`config.mk`:
```
export PLATFORM = sky130hd
export DESIGN_NAME = seg_data_buffer_flat
export DESIGN_NICKNAME = d
export VERILOG_FILES = /design/src/rtl/pdu_pkg.sv /design/src/rtl/seg_data_buffer_if.sv /design/src/rtl/seg_fifo.sv /design/src/rtl/seg_data_buffer.sv /design/src/flat_wrapper.sv
export SDC_FILE = /design/constraint.sdc
export NUM_CORES = 1
export LEC_CHECK = 0
export ABC_AREA = 1
export ABC_CLOCK_PERIOD_IN_PS = 7200
export BUFFER_PORTS_ARGS = -buffer_cell sky130_fd_sc_hd__buf_2
export CAP_MARGIN = 30
export CORE_ASPECT_RATIO = 2
export CORE_MARGIN = 3
export CORE_UTILIZATION = 35
export DETAILED_ROUTE_END_ITERATION = 10
export GPL_ROUTABILITY_DRIVEN = 1
export MAX_ROUTING_LAYER = met4
export PLACE_DENSITY = 0.59
export REMOVE_ABC_BUFFERS = 1
export SYNTH_ARGS = -nofsm -noshare
export SYNTH_HDL_FRONTEND = slang
export SYNTH_SLANG_ARGS = --single-unit
```
`constraint.sdc`:
```
create_clock -name clk -period 7.2 [get_ports clk]
set_clock_uncertainty 0.1 [all_clocks]
set_input_delay 0.72 -clock clk [delete_from_list [all_inputs] [get_ports clk]]
set_output_delay 0.72 -clock clk [all_outputs]
set_load 0.01 [all_outputs]
```
`src/rtl/pdu_pkg.sv`:
```
// pdu_pkg: shared constants and state encoding for the PDU display path
package pdu_pkg;
  localparam int PDU_DW = 32;
  localparam int PDU_CLK_HZ = 50_000_000;
  localparam int SDB_HOLD_DEFAULT = PDU_CLK_HZ / 2;
  typedef enum logic {SDB_IDLE = 1'b0, SDB_HOLD = 1'b1} sdb_state_t;
endpackage

```
`src/rtl/seg_data_buffer_if.sv`:
```
// seg_data_buffer_if: CPU-side handshake and display-side outputs of the buffer
interface seg_data_buffer_if #(parameter int DW = 32, parameter int DEPTH = 4);
  logic                   in_valid;
  logic [DW-1:0]          in_data;
  logic                   in_ready;
  logic                   flush;
  logic [DW-1:0]          output_data;
  logic                   out_update;
  logic [$clog2(DEPTH):0] count;
  logic                   busy;
  modport master(output in_valid, in_data, flush, input in_ready, output_data, out_update, count, busy);
  modport slave(input in_valid, in_data, flush, output in_ready, output_data, out_update, count, busy);
endinterface

```
`src/rtl/seg_fifo.sv`:
```
// seg_fifo: synchronous FIFO with comb head output and synchronous clear
module seg_fifo #(
  parameter int DW = 32,
  parameter int DEPTH = 4
) (
  input  logic                   clk,
  input  logic                   rst,
  input  logic                   clr,
  input  logic                   push,
  input  logic [DW-1:0]          din,
  input  logic                   pop,
  output logic [DW-1:0]          dout,
  output logic                   full,
  output logic                   empty,
  output logic [$clog2(DEPTH):0] count
);
  localparam int AW = $clog2(DEPTH);
  logic [DW-1:0] mem [DEPTH];
  logic [AW:0] wp, rp;
  logic do_push, do_pop;
  assign full = (wp[AW] != rp[AW]) && (wp[AW-1:0] == rp[AW-1:0]);
  assign empty = wp == rp;
  assign dout = mem[rp[AW-1:0]];
  assign do_push = push && !full && !clr && !rst;
  assign do_pop = pop && !empty && !clr;
  always_ff @(posedge clk) begin
    if (rst || clr) begin
      wp <= '0;
      rp <= '0;
      count <= '0;
    end else begin
      if (do_push) wp <= wp + 1'b1;
      if (do_pop) rp <= rp + 1'b1;
      count <= count + (AW+1)'(do_push) - (AW+1)'(do_pop);
    end
  end
  always_ff @(posedge clk)
    if (do_push) mem[wp[AW-1:0]] <= din;
endmodule

```
`src/rtl/seg_data_buffer.sv`:
```
// seg_data_buffer: queues CPU display values and paces them out at least HOLD_CYCLES apart
module seg_data_buffer
  import pdu_pkg::*;
#(
  parameter int DW = PDU_DW,
  parameter int DEPTH = 4,
  parameter int HOLD_CYCLES = SDB_HOLD_DEFAULT
) (
  input logic clk,
  input logic rst,
  seg_data_buffer_if.slave bus
);
  localparam int HW = $clog2(HOLD_CYCLES + 1);
  localparam logic [HW-1:0] RELOAD = HW'(HOLD_CYCLES - 1);
  sdb_state_t state, state_n;
  logic [HW-1:0] hold_cnt, hold_n;
  logic [DW-1:0] head;
  logic full, empty, push, load;
  assign bus.in_ready = !full && !bus.flush;
  assign push = bus.in_valid && bus.in_ready;
  assign bus.busy = state == SDB_HOLD || !empty;
  // a new value is taken whenever the hold window has expired, so HOLD chains without an IDLE bubble
  assign load = !bus.flush && !empty && (state == SDB_IDLE || hold_cnt == '0);
  always_comb begin
    state_n = bus.flush ? SDB_IDLE : load ? SDB_HOLD : (state == SDB_HOLD && hold_cnt == '0) ? SDB_IDLE : state;
    hold_n = bus.flush ? '0 : load ? RELOAD : hold_cnt != '0 ? hold_cnt - HW'(1) : hold_cnt;
  end
  always_ff @(posedge clk) begin
    if (rst) begin
      state <= SDB_IDLE;
      hold_cnt <= '0;
      bus.output_data <= '0;
      bus.out_update <= 1'b0;
    end else begin
      state <= state_n;
      hold_cnt <= hold_n;
      bus.out_update <= load;
      if (load) bus.output_data <= head;
    end
  end
  seg_fifo #(.DW(DW), .DEPTH(DEPTH)) u_fifo (
    .clk(clk),
    .rst(rst),
    .clr(bus.flush),
    .push(push),
    .din(bus.in_data),
    .pop(load),
    .dout(head),
    .full(full),
    .empty(empty),
    .count(bus.count)
  );
endmodule
```
`src/flat_wrapper.sv`:
```
// flat-port wrapper written by rule: the top's interface ports become plain ports
module seg_data_buffer_flat import pdu_pkg::*;
#(
  parameter int DW = PDU_DW,
  parameter int DEPTH = 4,
  parameter int HOLD_CYCLES = SDB_HOLD_DEFAULT
)
  (clk, rst, bus_in_valid, bus_in_data, bus_flush, bus_in_ready, bus_output_data, bus_out_update, bus_count, bus_busy);
  seg_data_buffer_if #(.DW(DW), .DEPTH(DEPTH)) bus_i ();
  input logic clk;
  input logic rst;
  input wire logic [$bits(bus_i.in_valid)-1:0] bus_in_valid;
  input wire logic [$bits(bus_i.in_data)-1:0] bus_in_data;
  input wire logic [$bits(bus_i.flush)-1:0] bus_flush;
  output wire logic [$bits(bus_i.in_ready)-1:0] bus_in_ready;
  output wire logic [$bits(bus_i.output_data)-1:0] bus_output_data;
  output wire logic [$bits(bus_i.out_update)-1:0] bus_out_update;
  output wire logic [$bits(bus_i.count)-1:0] bus_count;
  output wire logic [$bits(bus_i.busy)-1:0] bus_busy;
  assign bus_i.in_valid = bus_in_valid;
  assign bus_i.in_data = bus_in_data;
  assign bus_i.flush = bus_flush;
  assign bus_in_ready = bus_i.in_ready;
  assign bus_output_data = bus_i.output_data;
  assign bus_out_update = bus_i.out_update;
  assign bus_count = bus_i.count;
  assign bus_busy = bus_i.busy;
  seg_data_buffer #(.DW(DW), .DEPTH(DEPTH), .HOLD_CYCLES(HOLD_CYCLES)) u_core (.clk(clk), .rst(rst), .bus(bus_i));
endmodule
```
==> metrics.md, run 1 <==
| Metric | Value |
|---|---|
| DR WL/cell | 16.0 µm |
| CTS buffer count | 17 |
| Compound-Gate Fraction of Synth Area | 7.83% |
| Slowest cell on the critical path | buf_4 |
| First-pass GRT wire length | 29600 µm |
| Mux contribution to synthesized area | 0% |
| Boundary Pins | 74 |
| Most common cell after layout, fill and taps aside | nor2_1 |
| Mapped cell area | 8220 µm² |
| Slew @ Worst Pin | 0.738 ns |
| Max Slew Vio Count | 0 |
| Largest net degree at the start of global routing | 68 |
| Synth Area per Inst | 10.0 µm² |
| Die extent in x | 114 µm |
| Distinct cells, synth | 31 |
| XOR/XNOR Fraction of Synth Area | 1.60% |
| Number of port buffers | 73 |
| Top post-synthesis cells by area | edfxtp_1 (47%), dfxtp_1 (17%), nor2_1 (10%), o21ai_0 (5.0%), nand2_1 (4.1%) |
| Placeable Area | 22900 µm² |
| Combinational power share | 33.2% |
| Residual DRC | 0 |
| FMAX | 0.245 GHz |
| # setup viols final | 0 |
| Sw Share | 36.7% |
| Die area | 25500 µm² |
| Final core utilization | 41.3% |
| Max clock buf depth | 2 |
| Setup TNS | 0 ns |
| Psw | 0.00123 W |
| Max-cap violations | 0 |
| RSZ-0062 raised after global routing | false |
| Pleak | 3.69 nW |
| Crit path max fanout | 67 |
| Period utilisation layout | 56.6% |
| Syn Inst Count | 820 |
| Reg clk slew, reported paths | 0.07 ns |
| Final global-route overflow total | 0 |
| Clock power share | 26.8% |
| Post_cts resized | 0 |
| Drt total wl | 18800 µm |
| Post-synthesis sequential area ratio | 63.3% |
| Critical path data arrival time | 4.34 ns |
| Largest family of logic cells by synthesized area | simple AND/OR/NAND/NOR gates |
| GR peak layer | met2 |
| Most frequent cells in the layout | nor2_1 (215), edfxtp_1 (128), nand2_1 (89) |
| Post-detail-place hpwl | 12500 µm |
| Nets | 927 |
| Simple-gate share of the synthesized area | 21.7% |
| Hold violation total from the final report | 0 |
| CTS tree | yes |
| Remaining antenna violation count after routing | 0 |
| Pwr Density | 354 nW/µm² |
| Synthesis warning total | 0 |
| Startpoint type of the worst setup path | flop |
| Relative slew margins | 50.7% |
| Clk_lat worst skew | 0.43 ns |
| CP Class | reg2reg |
| Root Driver | clkbuf_16 |
| WP data required | 7.46 ns |
| Layout cells sized above 1 | 15.7% |
| Vias in the first global route | 5780 |
| GRT met2 Usage | 28.5% |
| Gr usage total | 15.6% |
| CP endpoint kind | flop |
| Synth area leader | edfxtp_1 |
| Via density | 4.93 |
| Starting Density | 35.8% |
| Critical-path cell list | buf_4 -> xnor2_1 -> nand3_1 -> nand2_1 -> inv_2 -> nand2_4 -> clkinv_4 -> ha_1 -> inv_1 -> ha_1 -> inv_1 -> fa_1 -> xnor2_1 -> or2_2 -> a21oi_1 |
| Synth top area share | 46.8% |
| Status | finished clean |
| Post CTS Setup Buffer Count | 0 |
| Post-cts hold buffer count | 0 |
| Antenna cells | 0 |
| # clock sinks | 196 |
| Minimum clock period | 4.08 ns |
| Vias | 5789 |
| Pre-antenna DRT Iters | 5 |
| Initial DRC count | 267 |
| H-tree depth | 4 |
| Rows | 78 |
| Area grow syn2layout | 15.3% |
| Max incr delay on CP | 0.55 ns |
| VDD IR-drop max | 229 µV |
| Part of the power in registers | 40.0% |
| Min-Delay Path Class | reg2reg |
| Post-synthesis adder-cell area fraction | 1.61% |
| Internal power | 0.00213 W |
| Seq cells post-synth | 196 |
| Placer congestion estimate | 0.917 |
| Die Span Y | 223 µm |
| Grt met1 use | 15.1% |
| GRT met3 Usage | 3.41% |
| Initial antenna violation count | 0 |
| Fill count | 2223 |
## sequential cells by signal, summed over array words and instances, names as in the netlist
signal	cells
u_core.u_fifo.wp	3
u_core.hold_cnt	25
u_core.bus.out_update	1
u_core.u_fifo.mem	128
u_core.state	1
u_core.bus.output_data	32
u_core.u_fifo.count	3
u_core.u_fifo.rp	3
## through the flow
stage	cell area (µm²)	instances	setup slack (ns)	hold WS (ns)	total power, W
final	9480	1174	3.12	0.377	0.00336
after global routing	9480	1174	2.77	0.377	0.00358
after CTS	9480	1174	3.08	0.364	0.00338
after detailed placement	8910	1142	3.10	0.368	0.00248
after global placement	8780	1136	3.14	0.362	0.00247
after floorplan	8020	781	3.29	0.378	0.00219
## cell type report
type,instances,area [µm²],share of cell area [%]
Clock inverter,14,116,1.23
Timing Repair Buffer,81,508,5.36
Tap cell,280,350,3.70
Clock buffer,18,450,4.75
Inverter,32,125,1.32
Sequential cell,196,5210,55.0
Multi-Input combinational cell,553,2720,28.7
## critical path, delay by kind of cell (launching register included)
kind | cells | cell delay (ns)
XOR/XNOR | 2 | 0.33
flip-flops | 1 | 0.31
AND/OR/NAND/NOR | 4 | 0.80
buffers and inverters | 5 | 1.54
adder cells (fa/ha/maj) | 3 | 0.79
AO/OA/AOI/OAI | 1 | 0.11
## worst paths after layout
kind,from,to,slack [ns],depth (start not counted)
hold reg to reg,u_core.bus.output_data[3]$_SDFFE_PP0P_,u_core.bus.output_data[3]$_SDFFE_PP0P_,0.38,2
setup / recovery,u_core.u_fifo.rp[0]$_SDFFE_PP0P_,u_core.u_fifo.count[2]$_SDFF_PP0_,3.12,15
hold / removal,u_core.bus.output_data[3]$_SDFFE_PP0P_,u_core.bus.output_data[3]$_SDFFE_PP0P_,0.38,2
setup reg to reg,u_core.u_fifo.rp[0]$_SDFFE_PP0P_,u_core.u_fifo.count[2]$_SDFF_PP0_,3.12,15
## per-layer routing
| layer | vias to the layer above | wire length, µm |
|---|---|---|
| met5 | - | 0 |
| met2 | 97 | 10600 |
| met3 | 33 | 606 |
| li1 | 2879 | - |
| met1 | 2780 | 6850 |
| met4 | 0 | 674 |
## synth_stat cells (all sizes together)
| master | instances |
|---|---|
| buf | 22 |
| nand2 | 93 |
| clkinv | 1 |
| nor2 | 228 |
| clkbuf | 17 |
| edfxtp | 128 |
| nand3 | 34 |
| nor3 | 1 |
| dfxtp | 68 |
| a21o | 5 |
| xnor2 | 9 |
| a21oi | 22 |
| o21ai | 99 |
| inv | 31 |
| nand3b | 35 |
| nand4 | 6 |
| fa | 1 |
| xor2 | 6 |
| ha | 9 |
| or2 | 5 |
## cells by family after synthesis
kind of cell    after synthesis
xor+xnor                     15
compound gates              126
simple gates                402
flops                       196
buf+inv                      71
fa+ha+maj                    10
## power by group through the flow
stage / combinational [W] / sequential, W / clock (W)
detailed placement: 0.00112 / 0.00136 / 0
CTS: 0.00112 / 0.00134 / 0.000926
finish: 0.00111 / 0.00134 / 0.000900
floorplan: 0.000842 / 0.00135 / 0
global route: 0.00127 / 0.00135 / 0.000966
global placement: 0.00111 / 0.00136 / 0
(Power assumes the default switching activity.)
==> inputs of run 2 (changes only) <==
--- a/config.mk
+++ b/config.mk
@@ -6,7 +6,7 @@
 export NUM_CORES = 1
 export LEC_CHECK = 0
 export ABC_AREA = 1
-export ABC_CLOCK_PERIOD_IN_PS = 7200
+export ABC_CLOCK_PERIOD_IN_PS = 3300
 export BUFFER_PORTS_ARGS = -buffer_cell sky130_fd_sc_hd__buf_2
 export CAP_MARGIN = 30
 export CORE_ASPECT_RATIO = 2
@@ -15,7 +15,7 @@
 export DETAILED_ROUTE_END_ITERATION = 10
 export GPL_ROUTABILITY_DRIVEN = 1
 export MAX_ROUTING_LAYER = met4
-export PLACE_DENSITY = 0.59
+export PLACE_DENSITY = 0.61
 export REMOVE_ABC_BUFFERS = 1
 export SYNTH_ARGS = -nofsm -noshare
 export SYNTH_HDL_FRONTEND = slang
==> constraint.sdc (replaced) <==
create_clock -name clk -period 3.3 [get_ports clk]
set_clock_uncertainty 0.1 [all_clocks]
set_input_delay 0.33 -clock clk [delete_from_list [all_inputs] [get_ports clk]]
set_output_delay 0.33 -clock clk [all_outputs]
set_load 0.01 [all_outputs]
==> run 2 against run 1 <==
Sequential cell count unchanged. Sequential share of layout area shrank 1.9 points. Clock-buffer cell count is 4 higher. Via count up 2.2%. Combinational power increased by 120%. Global-route usage up 0.51 points. Highest routed layer unchanged. Worst setup slack got worse by 2.6 ns.
==> metrics.md, run 2 (same netlist as run 1, synthesis figures left out) <==
| Metric | Value |
|---|---|
| First-pass GRT wire length | 30400 µm (was 29600 µm) |
| Reg-to-Reg Start | u_core.hold_cnt[0]$_SDFFE_PP0P_ (was u_core.u_fifo.rp[0]$_SDFFE_PP0P_) |
| Critical path data arrival time | 3.08 ns (was 4.34 ns) |
| Minimum clock period | 2.82 ns (was 4.08 ns) |
| VDD IR-drop max | 665 µV (was 229 µV) |
| Startpoint type of the worst setup path | flop (unchanged) |
| Max Slew Vio Count | 0 (unchanged) |
| Fill count | 2208 (was 2223) |
| Placer congestion estimate | 0.953 (was 0.917) |
| Remaining antenna violation count after routing | 0 (unchanged) |
| Rows | 78 (unchanged) |
| Boundary Pins | 74 (unchanged) |
| Max clock buf depth | 2 (unchanged) |
| Max FFs per register | 128 (unchanged) |
| CTS tree | yes (unchanged) |
| Starting Density | 35.8% (unchanged) |
| Via density | 4.88 (was 4.93) |
| Reg2Reg Setup Slack | 0.48 ns (was 3.12 ns) |
| Critical-path cell list | inv_1 -> ha_1 -> inv_1 -> nor2_1 -> nand2_1 -> nor2_4 -> nand3_4 -> nand2_4 -> nand2_4 -> clkinv_4 -> ha_1 -> inv_1 -> ha_1 -> inv_1 -> fa_1 -> xnor2_1 -> or2_2 -> a21oi_1 (was buf_4 -> xnor2_1 -> nand3_1 -> nand2_1 -> inv_2 -> nand2_4 -> clkinv_4 -> ha_1 -> inv_1 -> ha_1 -> inv_1 -> fa_1 -> xnor2_1 -> or2_2 -> a21oi_1) |
| Hold violation total from the final report | 0 (unchanged) |
| Most common cell after layout, fill and taps aside | nor2_1 (unchanged) |
| Die extent in x | 114 µm (unchanged) |
| Post_cts resized | 0 (unchanged) |
| Hold Crit Start | bus_in_data[23] (was u_core.bus.output_data[3]$_SDFFE_PP0P_) |
| Number of port buffers | 73 (unchanged) |
| FMAX | 0.354 GHz (was 0.245 GHz) |
| Pleak | 3.85 nW (was 3.69 nW) |
| Clk_lat worst skew | 0.43 ns (about the same) |
| Final Hold Slack | 0.0276 ns (was 0.377 ns) |
| Worst Hold Endpoint | u_core.u_fifo.mem[1][23]$_DFFE_PP_ (was u_core.bus.output_data[3]$_SDFFE_PP0P_) |
| Crit path max fanout | 6 (was 67) |
| Post-detail-place hpwl | 11900 µm (was 12500 µm) |
| Setup TNS | 0 ns (unchanged) |
| DR WL/cell | 15.9 µm (was 16.0 µm) |
| Min-Delay Path Class | in2reg (was reg2reg) |
| Relative slew margins | 41.3% (was 50.7%) |
| Reg clk slew, reported paths | 0.06 ns (was 0.07 ns) |
| Residual DRC | 0 (unchanged) |
| Initial DRC count | 262 (was 267) |
| Largest net degree at the start of global routing | 67 (was 68) |
| Layout cells sized above 1 | 15.6% (was 15.7%) |
| Placeable Area | 22900 µm² (unchanged) |
| Worst path most repeated cell | inv_1 |
| Vias in the first global route | 5928 (was 5780) |
| CTS buffer count | 17 (unchanged) |
| Post CTS Setup Buffer Count | 0 (unchanged) |
| Nets | 966 (was 927) |
| Area grow syn2layout | 19.5% (was 15.3%) |
| Root Driver | clkbuf_16 (unchanged) |
| # setup viols final | 0 (unchanged) |
| Die Span Y | 223 µm (unchanged) |
| H-tree depth | 4 (unchanged) |
| Worst Hold Depth | 1 (was 2) |
| Pre-antenna DRT Iters | 5 (unchanged) |
| Setup crit start | u_core.hold_cnt[0]$_SDFFE_PP0P_ (was u_core.u_fifo.rp[0]$_SDFFE_PP0P_) |
| Vias | 5919 (was 5789) |
| Status | finished clean (unchanged) |
| Antenna cells | 0 (unchanged) |
| Die area | 25500 µm² (unchanged) |
| RSZ-0062 raised after global routing | false (unchanged) |
| Pwr Density | 748 nW/µm² (was 354 nW/µm²) |
| Gr usage total | 16.2% (was 15.6%) |
| Slew @ Worst Pin | 0.880 ns (was 0.738 ns) |
| Final global-route overflow total | 0 (unchanged) |
| Reg-to-reg critical path endpoint | u_core.u_fifo.count[2]$_SDFF_PP0_ (unchanged) |
| CP endpoint kind | flop (unchanged) |
| Initial antenna violation count | 0 (unchanged) |
| Period utilisation layout | 85.5% (was 56.6%) |
| CP Class | reg2reg (unchanged) |
| # clock sinks | 196 (unchanged) |
| Max incr delay on CP | 0.37 ns (was 0.55 ns) |
| Worst R2R Path Depth | 18 (was 15) |
| Most frequent cells in the layout | nor2_1 (215), edfxtp_1 (128), nand2_1 (89) (unchanged) |
| WP data required | 3.56 ns (was 7.46 ns) |
| Drt total wl | 19200 µm (was 18800 µm) |
| Max-cap violations | 0 (unchanged) |
| Slowest cell on the critical path | fa_1 (was buf_4) |
## run 2: cell type report
class                           instances  area [µm²]  share of cell area, %
Sequential cell                       196        5210                   53.0
Multi-Input combinational cell        553        2720                   27.7
Timing Repair Buffer                  120         843                   8.59
Clock buffer                           22         474                   4.83
Tap cell                              280         350                   3.57
Inverter                               32         125                   1.27
Clock inverter                         10        97.6                  0.994
## run 2: metrics by stage
stage / cell area [µm²] / power (W) / util, % / setup slack, ns / cells
4_1_cts: 9820 / 0.00742 / 42.8 / 0.454 / 1213
3_3_place_gp: 8940 / 0.00538 / 39.0 / 0.517 / 1151
5_1_grt: 9820 / 0.00784 / 42.8 / 0.226 / 1213
6_report: 9820 / 0.00735 / 42.8 / 0.479 / 1213
3_5_place_dp: 8940 / 0.00538 / 39.0 / 0.464 / 1151
2_1_floorplan: 8020 / 0.00477 / - / -0.614 / 781
## run 2: repair_timing
| item | CTS | global route |
|---|---|---|
| endpoints found under the setup margin | 0 | 0 |
| hold endpoints to repair | 116 | 0 |
| hold buffers | 30 | 0 |
## run 2: worst max path at each step
| stage | to | slack, ns | depth (start not counted) |
|---|---|---|---|
| detailed placement | u_core.u_fifo.count[2]$_SDFF_PP0_ | 0.46 | 18 |
| global placement | u_core.u_fifo.count[2]$_SDFF_PP0_ | 0.52 | 18 |
| global route | u_core.u_fifo.count[2]$_SDFF_PP0_ | 0.23 | 18 |
| finish | u_core.u_fifo.count[2]$_SDFF_PP0_ | 0.48 | 18 |
| floorplan | u_core.u_fifo.count[2]$_SDFF_PP0_ | -0.61 | 14 |
| CTS | u_core.u_fifo.count[2]$_SDFF_PP0_ | 0.45 | 18 |
## run 2: worst max-delay path: cells and delay by family (launching register included)
| family | cells | cell delay, ns |
|---|---|---|
| AOI/OAI and AO/OA | 1 | 0.11 |
| xor gates and xnor gates | 1 | 0.14 |
| adders and majority gates | 4 | 0.92 |
| buffers and inverters | 5 | 0.33 |
| DFF | 1 | 0.32 |
| and+or+nand+nor | 7 | 0.83 |
## run 2: where the power goes
group	total, W	internal [W]	switching (W)
Combinational	0.00245	0.000869	0.00158
Clock	0.00199	0.00111	0.000884
Sequential	0.00291	0.00277	0.000143
Total	0.00735	0.00474	0.00260
## run 2: metal layers
layer,vias up,global-route usage [%],wire length (µm)
li1,2957,-,-
met1,2800,16.5,7220
met2,115,28.5,10600
met3,47,3.19,574
met4,0,8.63,828
met5,-,-,0
==> inputs of run 3 (changes only) <==
--- a/config.mk
+++ b/config.mk
@@ -7,15 +7,15 @@
 export LEC_CHECK = 0
 export ABC_AREA = 1
 export ABC_CLOCK_PERIOD_IN_PS = 3300
-export BUFFER_PORTS_ARGS = -buffer_cell sky130_fd_sc_hd__buf_2
 export CAP_MARGIN = 30
 export CORE_ASPECT_RATIO = 2
 export CORE_MARGIN = 3
 export CORE_UTILIZATION = 35
 export DETAILED_ROUTE_END_ITERATION = 10
+export DONT_BUFFER_PORTS = 1
 export GPL_ROUTABILITY_DRIVEN = 1
 export MAX_ROUTING_LAYER = met4
-export PLACE_DENSITY = 0.61
+export PLACE_DENSITY = 0.58
 export REMOVE_ABC_BUFFERS = 1
 export SYNTH_ARGS = -nofsm -noshare
 export SYNTH_HDL_FRONTEND = slang
==> run 3 against run 2 <==
Core utilization decreased by 1.2 points. Sequential cell count unchanged. Clock power increased by 15%. Via count decreased by 3.6%. Total power increased by 4.2%. Worst hold slack improved by 0.076 ns. Critical endpoint unchanged. Non-clock buffer count decreased by 72.
==> metrics.md, run 3 (same netlist as run 1, synthesis figures left out) <==
| Metric | Value |
|---|---|
| Status | finished clean (unchanged) |
| Hold Crit Start | bus_flush (was bus_in_data[23]) |
| Post-cts hold buffer count | 33 (was 30) |
| Crit path max fanout | 6 (unchanged) |
| Post CTS Setup Buffer Count | 0 (unchanged) |
| Starting Density | 35.8% (unchanged) |
| Combinational power share | 31.9% (was 33.3%) |
| Most common cell after layout, fill and taps aside | nor2_1 (unchanged) |
| Remaining antenna violation count after routing | 0 (unchanged) |
| Initial antenna violation count | 1 (was 0) |
| Reg-to-reg critical path endpoint | u_core.u_fifo.count[2]$_SDFF_PP0_ (unchanged) |
| Reg2Reg Setup Slack | 0.50 ns (was 0.48 ns) |
| Reg clk slew, reported paths | 0.07 ns (was 0.06 ns) |
| Pwr Density | 803 nW/µm² (was 748 nW/µm²) |
| Reg area | 5210 µm² (unchanged) |
| Die area | 25500 µm² (unchanged) |
| Largest net degree at the start of global routing | 67 (unchanged) |
| Hold violation total from the final report | 0 (unchanged) |
| Critical path data arrival time | 3.06 ns (was 3.08 ns) |
| Die extent in x | 114 µm (unchanged) |
| Relative slew margins | 46.6% (was 41.3%) |
| Clk_lat worst skew | 0.43 ns (about the same) |
| Placer congestion estimate | 0.986 (was 0.953) |
| Minimum clock period | 2.80 ns (was 2.82 ns) |
| FMAX | 0.358 GHz (was 0.354 GHz) |
| Reg-to-Reg Start | u_core.hold_cnt[0]$_SDFFE_PP0P_ (unchanged) |
| Fill count | 2206 (was 2208) |
| Area grow syn2layout | 16.0% (was 19.5%) |
| Internal power | 0.00503 W (was 0.00474 W) |
| WP data required | 3.57 ns (was 3.56 ns) |
| DP Cell Count | 1076 (was 1151) |
| Placeable Area | 22900 µm² (unchanged) |
| Post-detail-place hpwl | 11800 µm (was 11900 µm) |
| Pre-CTS setup slack | 0.521 ns (was 0.464 ns) |
| Max clock buf depth | 2 (unchanged) |
| VDD IR-drop max | 933 µV (was 665 µV) |
| Total power | 0.00766 W (was 0.00735 W) |
| Post_cts resized | 0 (unchanged) |
| CP endpoint kind | flop (unchanged) |
| Die Span Y | 223 µm (unchanged) |
| CTS tree | yes (unchanged) |
| First-pass GRT wire length | 30500 µm (was 30400 µm) |
| Slowest cell on the critical path | fa_1 (unchanged) |
| Pre-antenna DRT Iters | 5 (unchanged) |
| CP Class | reg2reg (unchanged) |
| Drt total wl | 19200 µm (about the same) |
| Startpoint type of the worst setup path | flop (unchanged) |
| Max FFs per register | 128 (unchanged) |
| Vias in the first global route | 5803 (was 5928) |
| Clock power share | 29.9% (was 27.1%) |
| Part of the power in registers | 38.3% (was 39.6%) |
| Final cell count without fillers | 1141 (was 1213) |
| Final worst setup slack | 0.505 ns (was 0.479 ns) |
| Rows | 78 (unchanged) |
| Vias | 5704 (was 5919) |
| Via density | 5.00 (was 4.88) |
| Final global-route overflow total | 0 (unchanged) |
| Root Driver | clkbuf_16 (unchanged) |
| Min-Delay Path Class | in2reg (unchanged) |
| H-tree depth | 4 (unchanged) |
| Final core utilization | 41.6% (was 42.8%) |
| Max Slew Vio Count | 0 (unchanged) |
| Worst path most repeated cell | inv_1 (unchanged) |
| Max incr delay on CP | 0.37 ns (about the same) |
| CTS buffer count | 17 (unchanged) |
| Nets | 894 (was 966) |
| Max-cap violations | 0 (unchanged) |
| Boundary Pins | 74 (unchanged) |
| Pleak | 3.54 nW (was 3.85 nW) |
| Period utilisation layout | 84.7% (was 85.5%) |
| Gr usage total | 16.2% (about the same) |
| Critical-path cell list | inv_1 -> ha_1 -> inv_1 -> nor2_1 -> nand2_1 -> nor2_4 -> nand3_4 -> nand2_4 -> nand2_4 -> clkinv_4 -> ha_1 -> inv_1 -> ha_1 -> inv_1 -> fa_1 -> xnor2_1 -> or2_2 -> a21oi_1 (unchanged) |
| Worst R2R Path Depth | 18 (unchanged) |
| # clock sinks | 196 (unchanged) |
| Sw Share | 34.3% (was 35.4%) |
| Worst Hold Endpoint | u_core.state$_SDFFE_PP0P_ (was u_core.u_fifo.mem[1][23]$_DFFE_PP_) |
| Residual DRC | 0 (unchanged) |
| Worst Hold Depth | 3 (was 1) |
| Layout cells sized above 1 | 8.49% (was 15.6%) |
| Slew @ Worst Pin | 0.799 ns (was 0.880 ns) |
| Number of port buffers | 0 (was 73) |
| DR WL/cell | 16.8 µm (was 15.9 µm) |
| Setup TNS | 0 ns (unchanged) |
| Most frequent cells in the layout | nor2_1 (215), edfxtp_1 (128), nand2_1 (89) (unchanged) |
| RSZ-0062 raised after global routing | false (unchanged) |
| Psw | 0.00262 W (was 0.00260 W) |
| Initial DRC count | 282 (was 262) |
| # setup viols final | 0 (unchanged) |
| Multi-input logic area | 2720 µm² (unchanged) |
run 3: cell count changes in the layout (fill, tap and decap cells not counted), moves of 2 or more:
cell and change:
buf_2 -73, bufinv_16 +5, clkbuf_8 -3, dlygate4sd3_1 +3, buf_12 -2, clkinv_1 -2, clkinv_2 +2
run 3: per-stage QoR:
stage | hold slack, ns | cell area, µm²
2_1_floorplan | 0.302 | 8020
3_3_place_gp | 0.306 | 8540
3_5_place_dp | 0.305 | 8540
4_1_cts | 0.0705 | 9530
5_1_grt | 0.110 | 9530
6_report | 0.103 | 9530
run 3: how the worst max path moves through the flow:
stage | slack (ns) | start | endpoint | cells past startpoint
2_1_floorplan | -0.61 | u_core.u_fifo.rp[0]$_SDFFE_PP0P_ | u_core.u_fifo.count[2]$_SDFF_PP0_ | 14
3_3_place_gp | 0.54 | u_core.hold_cnt[0]$_SDFFE_PP0P_ | u_core.u_fifo.count[2]$_SDFF_PP0_ | 18
3_5_place_dp | 0.52 | u_core.hold_cnt[0]$_SDFFE_PP0P_ | u_core.u_fifo.count[2]$_SDFF_PP0_ | 18
4_1_cts | 0.49 | u_core.hold_cnt[0]$_SDFFE_PP0P_ | u_core.u_fifo.count[2]$_SDFF_PP0_ | 18
5_1_grt | 0.31 | u_core.hold_cnt[0]$_SDFFE_PP0P_ | u_core.u_fifo.count[2]$_SDFF_PP0_ | 18
6_report | 0.50 | u_core.hold_cnt[0]$_SDFFE_PP0P_ | u_core.u_fifo.count[2]$_SDFF_PP0_ | 18
run 3: power by group through the flow:
stage	logic (W)	clock network (W)	registers [W]
6_report	0.00244	0.00229	0.00293
3_3_place_gp	0.00237	0	0.00298
4_1_cts	0.00243	0.00234	0.00293
2_1_floorplan	0.00184	0	0.00294
5_1_grt	0.00275	0.00244	0.00295
3_5_place_dp	0.00237	0	0.00298
run 3: metal layers:
layer	up-vias	track usage, %	part of all wire (%)
met1	2737	16.3	37
met5	-	-	0
met4	0	8.59	3.6
met2	119	28.6	56
met3	33	3.82	3.9
li1	2815	-	-
run 3: cell type report:
type                       instances  share of cell area [%]
antenna                            1                  0.0263
clock buffer                      18                    4.50
clock inverter                    13                    2.40
inverter                          32                    1.31
multi-input combinational        553                    28.5
sequential                       196                    54.6
tap                              280                    3.68
timing repair buffer              48                    4.91
run 3: worst max-delay path, delay by kind of cell, from the launching register on:
family | cells | cell delay [ns]
adder cells (fa/ha/maj) | 4 | 0.90
XOR/XNOR | 1 | 0.15
buffers and inverters | 5 | 0.33
AO/OA/AOI/OAI | 1 | 0.11
flip-flops | 1 | 0.32
AND/OR/NAND/NOR | 7 | 0.82
